$ cat src/rtl/ledpanel_pkg.sv
// Shared panel geometry, pixel-beat field widths and source-state encoding
// for the LED panel write path.
package ledpanel_pkg;
  localparam int NUM_PANELS = 8;
  localparam int WIDTH      = 96;
  localparam int HEIGHT     = 48;
  localparam int DATA_W     = 24;

  localparam int PANEL_W = 8;
  localparam int X_W     = 7;
  localparam int Y_W     = 6;
  localparam int ADDR_W  = 16;

  typedef enum logic {PATTERN = 1'b0, NET = 1'b1} src_state_e;
endpackage

$ cat src/rtl/ledpanel_link_watchdog.sv
// Idle counter for the network link; pulses o_expire on the cycle the count
// would pass TIMEOUT_CYCLES-1 without a clear.
module ledpanel_link_watchdog #(
  parameter int TIMEOUT_CYCLES = 25000000
) (
  input  logic display_clock,
  input  logic display_reset_n,
  input  logic i_clr,
  input  logic i_inc,
  output logic o_expire
);
  localparam int CNT_W = $clog2(TIMEOUT_CYCLES);
  localparam logic [CNT_W-1:0] LAST = CNT_W'(TIMEOUT_CYCLES - 1);

  logic [CNT_W-1:0] r_cnt;

  // A clear in the expiry cycle wins, so the link survives a last-moment beat.
  assign o_expire = i_inc && !i_clr && (r_cnt == LAST);

  always_ff @(posedge display_clock or negedge display_reset_n) begin
    if (!display_reset_n)      r_cnt <= '0;
    else if (i_clr || o_expire) r_cnt <= '0;
    else if (i_inc)             r_cnt <= r_cnt + CNT_W'(1);
  end
endmodule

$ cat src/rtl/ledpanel_write_scheduler.sv
// Panel write-bus owner: arbitrates network and pattern pixel sources and
// issues one registered write per accepted, in-range beat.
module ledpanel_write_scheduler #(
  parameter int NUM_PANELS     = ledpanel_pkg::NUM_PANELS,
  parameter int WIDTH          = ledpanel_pkg::WIDTH,
  parameter int HEIGHT         = ledpanel_pkg::HEIGHT,
  parameter int DATA_W         = ledpanel_pkg::DATA_W,
  parameter int TIMEOUT_CYCLES = 25000000
) (
  input  logic                             display_clock,
  input  logic                             display_reset_n,
  input  logic                             net_valid,
  output logic                             net_ready,
  input  logic                             net_sof,
  input  logic [ledpanel_pkg::PANEL_W-1:0] net_panel,
  input  logic [ledpanel_pkg::X_W-1:0]     net_x,
  input  logic [ledpanel_pkg::Y_W-1:0]     net_y,
  input  logic [DATA_W-1:0]                net_data,
  input  logic                             pat_valid,
  output logic                             pat_ready,
  input  logic [ledpanel_pkg::PANEL_W-1:0] pat_panel,
  input  logic [ledpanel_pkg::X_W-1:0]     pat_x,
  input  logic [ledpanel_pkg::Y_W-1:0]     pat_y,
  input  logic [DATA_W-1:0]                pat_data,
  output logic [ledpanel_pkg::PANEL_W-1:0] ctrl_en,
  output logic [ledpanel_pkg::ADDR_W-1:0]  ctrl_addr,
  output logic [DATA_W-1:0]                ctrl_wdat,
  output logic                             link_active,
  output logic [15:0]                      drop_count
);
  import ledpanel_pkg::*;

  localparam logic [31:0] PMAX = 32'(NUM_PANELS);
  localparam logic [31:0] XMAX = 32'(WIDTH);
  localparam logic [31:0] YMAX = 32'(HEIGHT);

  src_state_e         r_state, w_state_nxt;
  logic [PANEL_W-1:0] r_en;
  logic [ADDR_W-1:0]  r_addr;
  logic [DATA_W-1:0]  r_wdat;
  logic               r_link;
  logic [15:0]        r_drop;
  logic [16:0]        w_drop_sum;
  logic               w_net_take, w_pat_take, w_wr_net, w_wr_pat;
  logic               w_net_drop, w_pat_drop, w_expire;

  function automatic logic in_range(input logic [PANEL_W-1:0] p,
                                    input logic [X_W-1:0] x,
                                    input logic [Y_W-1:0] y);
    return (p != '0) && (32'(p) <= PMAX) && (32'(x) < XMAX) && (32'(y) < YMAX);
  endfunction

  function automatic logic [ADDR_W-1:0] lin_addr(input logic [X_W-1:0] x,
                                                 input logic [Y_W-1:0] y);
    return ADDR_W'(y) * ADDR_W'(WIDTH) + ADDR_W'(x);
  endfunction

  assign net_ready  = display_reset_n;
  assign pat_ready  = (r_state == PATTERN) && !(net_valid && net_sof);

  // In PATTERN only a start-of-frame network beat may reach the bus.
  assign w_net_take = net_valid && ((r_state == NET) || net_sof);
  assign w_pat_take = pat_valid && pat_ready;
  assign w_wr_net   = w_net_take && in_range(net_panel, net_x, net_y);
  assign w_wr_pat   = w_pat_take && in_range(pat_panel, pat_x, pat_y);
  assign w_net_drop = net_valid && !w_wr_net;
  assign w_pat_drop = w_pat_take && !w_wr_pat;
  assign w_drop_sum = {1'b0, r_drop} + 17'(w_net_drop) + 17'(w_pat_drop);

  ledpanel_link_watchdog #(.TIMEOUT_CYCLES(TIMEOUT_CYCLES)) u_wdog (
    .display_clock   (display_clock),
    .display_reset_n (display_reset_n),
    .i_clr           ((r_state != NET) || net_valid),
    .i_inc           (r_state == NET),
    .o_expire        (w_expire)
  );

  always_ff @(posedge display_clock or negedge display_reset_n) begin
    if (!display_reset_n) r_state <= PATTERN;
    else                  r_state <= w_state_nxt;
  end

  always_comb begin
    w_state_nxt = r_state;
    case (r_state)
      PATTERN: if (net_valid && net_sof) w_state_nxt = NET;
      NET:     if (w_expire)             w_state_nxt = PATTERN;
    endcase
  end

  always_ff @(posedge display_clock or negedge display_reset_n) begin
    if (!display_reset_n) begin
      r_en   <= '0;
      r_addr <= '0;
      r_wdat <= '0;
      r_link <= 1'b0;
      r_drop <= '0;
    end else begin
      r_link <= (r_state == NET);
      r_drop <= w_drop_sum[16] ? 16'hFFFF : w_drop_sum[15:0];
      r_en   <= '0;
      if (w_wr_net) begin
        r_en   <= net_panel;
        r_addr <= lin_addr(net_x, net_y);
        r_wdat <= net_data;
      end else if (w_wr_pat) begin
        r_en   <= pat_panel;
        r_addr <= lin_addr(pat_x, pat_y);
        r_wdat <= pat_data;
      end
    end
  end

  assign ctrl_en     = r_en;
  assign ctrl_addr   = r_addr;
  assign ctrl_wdat   = r_wdat;
  assign link_active = r_link;
  assign drop_count  = r_drop;
endmodule
$ cat config.mk
export PLATFORM = sky130hd
export DESIGN_NAME = ledpanel_write_scheduler
export DESIGN_NICKNAME = d
export VERILOG_FILES = /design/src/rtl/ledpanel_pkg.sv /design/src/rtl/ledpanel_link_watchdog.sv /design/src/rtl/ledpanel_write_scheduler.sv
export SDC_FILE = /design/constraint.sdc
export NUM_CORES = 1
export LEC_CHECK = 0
export CAP_MARGIN = 20
export CORE_UTILIZATION = 43
export DETAILED_ROUTE_END_ITERATION = 10
export GPL_ROUTABILITY_DRIVEN = 0
export PLACE_DENSITY = 0.76
export SYNTH_ARGS = -nofsm -noshare
export SYNTH_HDL_FRONTEND = slang
export SYNTH_SLANG_ARGS = --single-unit
$ cat constraint.sdc
create_clock -name display_clock -period 5 [get_ports display_clock]
set_input_delay 1.5 -clock display_clock [delete_from_list [all_inputs] [get_ports display_clock]]
set_output_delay 1.5 -clock display_clock [all_outputs]
set_load 0.02 [all_outputs]
# Word-level counts from Yosys, hierarchy flattened
# Index checks and enable logic that the tools add are counted.
totals:
  output_inout_bits: 67
  input_bits: 95
  wordCells: 61
  reg_bits: 91
op_classes:
  add_sub_neg: 5
  n_reduce_logical: 27
  magnitude_cmp: 6
  bitwise_logic: 1
  mux: 12
  n_eq_ne: 1
  multipliers: 2
op_table:
  columns: ["operator", "n"]
  rows:
  - ["25-bit two-way mux", 2]
  - ["16-bit two-way mux", 3]
  - ["24-bit two-way mux", 2]
  - ["13-bit by 7-bit adder with 14-bit output", 2]
  - ["25-bit by 1-bit adder with 25-bit output (second input constant)", 1]
  - ["25-bit equality test (second input constant)", 1]
  - ["16-bit by 1-bit adder with 17-bit output", 1]
  - ["17-bit by 1-bit adder with 17-bit output", 1]
  - ["8-bit by 4-bit less-or-equal comparator with 1-bit output (second input constant)", 2]
  - ["1-bit logical AND", 16]
  - ["6-bit by 2-bit multiplier with 8-bit output (second input constant)", 2]
  - ["8-bit two-way mux", 2]
  - ["8-bit nonzero test", 2]
  - ["7-bit < comparator (second input constant)", 2]
  - ["6-bit < comparator (second input constant)", 2]
  - ["1-bit zero test", 4]
  - ["2-bit nonzero test", 2]
  - ["1-bit logical OR", 3]
  - ["1-bit two-way mux", 2]
  - ["1-bit one-hot mux with 2 select lines", 1]
  - ["1-bit NOT", 1]

# Logic depth before layout (Yosys ltp)
# Gate-level depths: netlist of run 1.
depth:
  ltp_word: 10
  depth_mapped: 12
  ltp_nobuf: 12

# Cells and area by module
# From an unflattened synthesis of run 1, not the netlist that was laid out.
unflattened:
  hier_cells: 519
  area_unflattened_um2: 5126.2
by_module_without_submodules:
  columns: ["mod", "cells_per_inst", "seq_area_each_um2", "instances", "area_per_inst_um2"]
  rows:
  - ["ledpanel_write_scheduler", 378, 1601.5, 1, 3788.6]
  - ["ledpanel_link_watchdog", 141, 625.6, 1, 1337.5]

# Worst setup path before layout of run 1
# OpenSTA, ideal clock, no wires.
synth_path:
  path_kind: "input to register"
  start: "input port net_y[4] (netlist name)"
  end: "register r_drop[10], in the netlist drop_count[10]"
  required_time_ns: 4.858
  setup_ns: 0.142
  cell_stages: 12
  path_buffers: 1
  arrival_time_ns: 4.113
  slack_ns: 0.745
  path_cell_list: "ha_1 or4_4 nor4b_4 nand2_1 and2_1 fa_1 ha_1 nand3_1 nor3_1 nand4_1 clkbuf_1 o21ai_0"
synth_between:
  elab_chain_len: 8
synth_lines:
  columns: ["item", "line_no", "text"]
  rows:
  - ["start: declaration", "ledpanel_write_scheduler.sv:17", "input logic [ledpanel_pkg::Y_W-1:0] net_y,"]
  - ["6-bit < comparator", "ledpanel_write_scheduler.sv:50", "return (p != '0) && (32'(p) <= PMAX) && (32'(x) < XMAX) && (32'(y) < YMAX);"]
  - ["1-bit logical AND", "ledpanel_write_scheduler.sv:50", null]
  - ["1-bit logical AND", "ledpanel_write_scheduler.sv:64", "assign w_wr_net = w_net_take && in_range(net_panel, net_x, net_y);"]
  - ["1-bit zero test", "ledpanel_write_scheduler.sv:66", "assign w_net_drop = net_valid && !w_wr_net;"]
  - ["1-bit logical AND", "ledpanel_write_scheduler.sv:66", null]
  - ["16-bit by 1-bit adder with 17-bit output", "ledpanel_write_scheduler.sv:68", "assign w_drop_sum = {1'b0, r_drop} + 17'(w_net_drop) + 17'(w_pat_drop);"]
  - ["17-bit by 1-bit adder with 17-bit output", "ledpanel_write_scheduler.sv:68", null]
  - ["16-bit two-way mux", "ledpanel_write_scheduler.sv:100", "r_drop <= w_drop_sum[16] ? 16'hFFFF : w_drop_sum[15:0];"]
  - ["end signal: assignment", "ledpanel_write_scheduler.sv:100", null]
  - ["end: declaration", "ledpanel_write_scheduler.sv:42", "logic [15:0] r_drop;"]
# No other way between the ends.
# A chain may end at the register's enable or synchronous reset.

# Final worst setup path of run 1
layout_path:
  start: "input port net_y[5] (netlist name)"
  end: "register r_drop[8], in the netlist drop_count[8]"
# Same word-level chain as after synthesis.

==> flow_metrics.env, run 1 <==
export IMPL_status="complete, no violations"
export IMPL_finalMaxSlewViolations=0
export IMPL_clkSlewWorstSetupHoldPaths_ps=60
export IMPL_ctsResizeCount=0
export IMPL_rows=38
export IMPL_final_antenna_net_count=0
export IMPL_drtIter0Drc=211
export IMPL_hpwl_mm=10.1
export IMPL_synthArstFlopShare=1.00
export IMPL_power_mw=2.17
export IMPL_grt_overflow_total=0
export IMPL_crit_reg2reg_launch="r_state"
export IMPL_numCtsBuffers=9
export IMPL_synth_seq_cells=89
export IMPL_syn_to_final_growth_pct=41.5
export IMPL_insertion_delay_ps=340
export IMPL_port_buffers=159
export IMPL_dieArea_um2=12000
export IMPL_htreeDepth=3
export IMPL_die_y_um=109
export IMPL_leakagePower_nw=2.86
export IMPL_ys_top_cells_by_area="dfrtp_1 45%, mux2i_1 6.5%, ha_1 4.5%"
export IMPL_synth_common_cells="89 x dfrtp_1, 59 x nand2_1, 45 x nor2_1, 42 x o21ai_0, 32 x mux2i_1"
export IMPL_ys_flop_type="dfrtp_1"
export IMPL_yosysTopAreaCell="dfrtp_1"
export IMPL_syn_avg_cell_area_um2=9.90
export IMPL_grtUsageTotal=0.234
export IMPL_yosysTopAreaCellShare=0.449
export IMPL_diodes=0
export IMPL_crit_type="input pin to flop"
export IMPL_relSlewSlack=0.347
export IMPL_hold_buffers=0
export IMPL_p_sw_mw=0.648
export IMPL_clk_path_buf_depth=2
export IMPL_fin_nets=780
export IMPL_fin_crit_ps=4630
export IMPL_drv_cap=0
export IMPL_fmax_mhz=216
export IMPL_crit_slowest_cell="clkdlybuf4s50_1"
export IMPL_drc=0
export IMPL_grtUsageMet3=0.0403
export IMPL_firstDrtPassIters=4
export IMPL_grt_pass1_vias=4142
export IMPL_cts_sinks=89
export IMPL_via_count=4345
export IMPL_comb_power_share=0.288
export IMPL_pwr_share_seq=0.406
export IMPL_routedWlPerCell_um=16.5
export IMPL_io_pins=162
export IMPL_p_per_area_nw_per_um2=310
export IMPL_die_w_um=109
export IMPL_grt_pass1_wl_mm=21.1
export IMPL_crit_required_ps=5190
export IMPL_dp_worst_setup_slack_ps=58.0
export IMPL_start_util=0.450
export IMPL_cp_common_cell="ha_1"
export IMPL_hold_start="u_wdog.r_cnt[0]"
export IMPL_syn_inst=501
export IMPL_fin_skew_ps=4.89
export IMPL_clkPwrFrac=0.306
export IMPL_routed_wl_mm=13.3
export IMPL_cp_cell_sequence="clkdlybuf4s50_1 > ha_1 > or4_4 > nor4b_4 > nand2_1 > and2_1 > fa_1 > ha_1 > nand3_1 > nor3_1 > nand4_1 > o21ai_0"
export IMPL_critPathCaptureType="flop"
export IMPL_yosys_warnings=0
export IMPL_cts_tree="done"
export IMPL_cts_setup_buffers=0
export IMPL_cp_start_kind="input pin"
export IMPL_crit_path_max_fanout=13
export IMPL_grt_met1_usage=0.304
export IMPL_use_met2=0.389
export IMPL_synth_edff_count=0
export IMPL_worst_pin_slew_ps=979
export IMPL_seq_area_frac_synth=0.449
export IMPL_timing_rr_end="drop_count[8]"
export IMPL_period_share=0.925
export IMPL_hold_viol_final=0
export IMPL_hold_path_class="flop to flop"
export IMPL_arrival_ps=4810
export IMPL_setup_viol_count_final=0
export IMPL_via_per_inst=5.40
export IMPL_worst_slack_ps=375
export IMPL_antenna_found_initial=0
export IMPL_yosysMostFrequentCell="dfrtp_1"
export IMPL_reg2reg_depth=9
export IMPL_rsz0062_at_grt="false"
export IMPL_grt_max_degree=90
export IMPL_intPower_mw=1.52
export IMPL_tns_ps=0
export IMPL_max_stage_delay_ps=500
export IMPL_grt_busiest_layer="met2"
export IMPL_min_delay_path_depth=1
export IMPL_core_area_um2=11000
export IMPL_synthDistinctLibCells=59
export IMPL_switching_share=0.298
export IMPL_min_to="u_wdog.r_cnt[0]"
export IMPL_reg2reg_slack_ps=1980
export IMPL_peakVddDrop_v=0.000217
export IMPL_syn_area_um2=4960
export IMPL_drive_gt1_frac=0.0466
export IMPL_root_buffer="clkbuf_16"
==> flip-flops by register name, summed over array words and instances, names as in the netlist <==
register / flops
ctrl_addr: 14
ctrl_en: 8
ctrl_wdat: 24
drop_count: 16
link_active: 1
r_state: 1
u_wdog.r_cnt: 25
==> cell families (layout without fill, tap and decap cells) <==
family,after synthesis,after routing,synth area share
and+or+nand+nor,191,191,0.190
other,1,6,0.000756
xor gates and xnor gates,43,43,0.0760
buffers and inverters,30,189,0.0290
muxes,33,33,0.0669
AOI/OAI and AO/OA,91,91,0.122
adders and majority gates,23,23,0.0656
DFF,89,89,0.449
==> critical path, delay by kind of cell <==
family	cells	cell delay, ps
AOI/OAI and AO/OA	1	180
and+or+nand+nor	7	1660
adders and majority gates	3	970
buffers and inverters	1	500
==> power groups by stage <==
| stage | logic, mW | registers [mW] | clock network, mW |
|---|---|---|---|
| after floorplan | 0.198 | 0.983 | 0 |
| after detailed placement | 0.624 | 0.895 | 0 |
| after CTS | 0.627 | 0.883 | 0.675 |
| after global routing | 0.677 | 0.894 | 0.704 |
| final | 0.625 | 0.882 | 0.664 |
| after global placement | 0.610 | 0.890 | 0 |
==> how the worst max path moves through the flow <==
| stage | from | end |
|---|---|---|
| after global routing | net_y[5] | drop_count[8] |
| after global placement | net_y[5] | drop_count[8] |
| final | net_y[5] | drop_count[8] |
| after floorplan | net_y[4] | drop_count[10] |
| after CTS | net_y[5] | drop_count[8] |
| after detailed placement | net_y[5] | drop_count[8] |
==> area by class of cell <==
type | instances | area, um2
clock inverter | 3 | 42.5
timing repair buffer | 164 | 1670
sequential | 89 | 2230
clock buffer | 11 | 243
inverter | 11 | 41.3
multi-input combinational | 387 | 2620
fill | 884 | 4020
tap | 140 | 175
==> metrics by stage <==
stage | cell area (um2) | std cells | utilization | hold WS [ps]
after global routing | 7020 | 805 | 0.636 | 501
after floorplan | 4980 | 506 | - | 388
after CTS | 6990 | 804 | 0.634 | 451
after detailed placement | 6700 | 790 | 0.608 | 443
after global placement | 6700 | 790 | 0.608 | 436
final | 7020 | 805 | 0.636 | 446
==> layer usage <==
layer / wire length (um) / vias up / part of all wire
met1: 5830 / 2106 / 0.44
met4: 312 / 0 / 0.023
met2: 6440 / 129 / 0.48
met3: 729 / 25 / 0.055
met5: 0 / - / 0
li1: - / 2085 / -
==> layout by cell type, fill, tap and decap left out, drive strengths merged, types with 6 or more instances in the layout <==
master	instances
clkdlybuf4s50	158
nor4	7
a21oi	14
o21ai	42
nand3	25
nor2b	7
inv	11
nand4	7
ha	18
and3	12
xor2	22
nand2	59
buf	6
dfrtp	89
mux2i	32
nor3	7
a31oi	6
conb	6
xnor2	21
clkbuf	11
nor2	45
(Power assumes the default switching activity.)
==> run 2: changes to the inputs <==
--- a/config.mk
+++ b/config.mk
@@ -6,6 +6,7 @@
 export NUM_CORES = 1
 export LEC_CHECK = 0
 export CAP_MARGIN = 20
+export CORE_MARGIN = 5
 export CORE_UTILIZATION = 43
 export DETAILED_ROUTE_END_ITERATION = 10
 export GPL_ROUTABILITY_DRIVEN = 0
==> run 2 against run 1 <==
Compared with the run above:
- cell area decreased by 0.52%
- clock skew increased by 0.78 ps
- power decreased by 0.17%
- clock power decreased by 1%
- count of clock-buffer cells in the layout unchanged
- critical endpoint is now drop_count[5]
- critical path depth unchanged
- hold slack improved by 6.7 ps
- non-clock buffer count decreased by 1
- sequential share of layout area increased by 0.17 points
- largest cell class unchanged
- first-iteration DRC count increased by 16%
==> flow_metrics.env, run 2 (synthesized netlist as in run 1, its figures left out) <==
export IMPL_cts_setup_buffers=0
export IMPL_hold_viol_final=0
export IMPL_layout_common_cells="158 x clkdlybuf4s50_1, 89 x dfrtp_1, 59 x nand2_1"
export IMPL_dieArea_um2=13800
export IMPL_drc=0
export IMPL_finalMaxSlewViolations=0
export IMPL_num_fill_cells=934
export IMPL_placed_area_um2=6690
export IMPL_critical_path_buf_inv_count=1
export IMPL_arrival_ps=4790
export IMPL_crit_path_max_fanout=13
export IMPL_top_register="u_wdog.r_cnt"
export IMPL_fin_nets=779
export IMPL_cp_common_cell="ha_1"
export IMPL_p_per_area_nw_per_um2=311
export IMPL_reg2reg_depth=9
export IMPL_core_area_um2=11400
export IMPL_fin_cells=807
export IMPL_period_share=0.923
export IMPL_diodes=0
export IMPL_relSlewSlack=0.359
export IMPL_insertion_delay_ps=340
export IMPL_cts_sinks=89
export IMPL_numCtsBuffers=9
export IMPL_grt_pass1_wl_mm=22.9
export IMPL_via_count=4369
export IMPL_grt_overflow_total=0
export IMPL_io_pins=162
export IMPL_cp_cell_sequence="clkdlybuf4s50_1 > ha_1 > or4_4 > nor4b_4 > nand2_1 > and2_1 > fa_1 > ha_1 > nand3_1 > nor3_1 > nand4_1 > o21ai_0"
export IMPL_hpwl_mm=10.9
export IMPL_worst_pin_slew_ps=961
export IMPL_layout_commonest_cell="clkdlybuf4s50_1"
export IMPL_fin_area_um2=6980
export IMPL_crit_slowest_cell="clkdlybuf4s50_1"
export IMPL_crit_reg2reg_launch="r_state"
export IMPL_timing_rr_end="drop_count[5]"
export IMPL_min_delay_path_depth=1
export IMPL_start_util=0.436
export IMPL_setup_viol_count_final=0
export IMPL_drtIter0Drc=244
export IMPL_rsz0062_at_grt="false"
export IMPL_root_buffer="clkbuf_16"
export IMPL_largest_reg_flops=25
export IMPL_die_y_um=117
export IMPL_path_delay_family="simple AND/OR/NAND/NOR gates"
export IMPL_syn_to_final_growth_pct=40.8
export IMPL_tns_ps=0
export IMPL_fin_skew_ps=5.67
export IMPL_cts_tree="done"
export IMPL_clkSlewWorstSetupHoldPaths_ps=60
export IMPL_firstDrtPassIters=5
export IMPL_reg2reg_slack_ps=2010
export IMPL_routed_wl_mm=13.9
export IMPL_peakVddDrop_v=0.000213
export IMPL_min_to="u_wdog.r_cnt[0]"
export IMPL_via_per_inst=5.41
export IMPL_hold_path_class="flop to flop"
export IMPL_drive_gt1_frac=0.0452
export IMPL_grtUsageTotal=0.203
export IMPL_hold_start="u_wdog.r_cnt[0]"
export IMPL_status="complete, no violations"
export IMPL_dp_cells=793
export IMPL_crit_required_ps=5180
export IMPL_clk_path_buf_depth=2
export IMPL_port_buffers=159
export IMPL_antenna_found_initial=0
export IMPL_drv_cap=0
export IMPL_cp_start_kind="input pin"
export IMPL_final_antenna_net_count=0
export IMPL_hold_buffers=0
export IMPL_cp_num_cells=12
export IMPL_crit_type="input pin to flop"
export IMPL_rows=39
export IMPL_die_w_um=117
export IMPL_routedWlPerCell_um=17.3
export IMPL_max_stage_delay_ps=490
export IMPL_fmax_mhz=217
export IMPL_fin_crit_ps=4610
export IMPL_ctsResizeCount=0
export IMPL_grt_pass1_vias=4404
export IMPL_leakagePower_nw=2.84
export IMPL_grt_max_degree=60
export IMPL_htreeDepth=3
export IMPL_critPathCaptureType="flop"
-- run 2: changes by cell type in the layout (fill, tap and decap cells not counted), sizes merged --
cell / previous run / this run
buf: 6 / 5
-- run 2: how the worst max path moves through the flow --
stage / from / end / slack (ps)
finish: net_y[5] / drop_count[5] / 390
global route: net_y[5] / drop_count[5] / 60
CTS: net_y[5] / drop_count[5] / 390
detailed placement: net_y[5] / drop_count[5] / 60
global placement: net_y[5] / drop_count[10] / 160
floorplan: net_y[4] / drop_count[10] / 750
-- run 2: final cells by class --
class / instances / area [um2] / share of cell area
Inverter: 11 / 41.3 / 0.00592
Tap cell: 143 / 179 / 0.0256
Clock buffer: 11 / 243 / 0.0348
Multi-Input combinational cell: 387 / 2620 / 0.375
Clock inverter: 3 / 42.5 / 0.00610
Sequential cell: 89 / 2230 / 0.319
Timing Repair Buffer: 163 / 1630 / 0.234
-- run 2: routing by layer --
layer,vias up,routed length [um],track usage,part of all wire
met3,19,603,0.0274,0.043
met5,-,0,0,0
li1,2095,-,-,-
met4,0,312,0.0747,0.022
met2,131,7040,0.344,0.51
met1,2124,5980,0.263,0.43
-- run 2: report_power, final --
group	leakage [nW]	internal, mW	total [mW]	switching, mW
registers	1.18	0.808	0.885	0.0771
logic	1.52	0.319	0.626	0.307
clock network	0.137	0.394	0.656	0.262
-- run 2: stage by stage --
step                power, mW  setup WS [ps]  utilization  hold WS, ps
floorplan                1.18            745            -          388
global placement         1.51            156        0.589          436
detailed placement       1.53           63.6        0.589          446
CTS                      2.19            389        0.614          453
global route             2.27           61.5        0.614          462
finish                   2.17            387        0.614          452
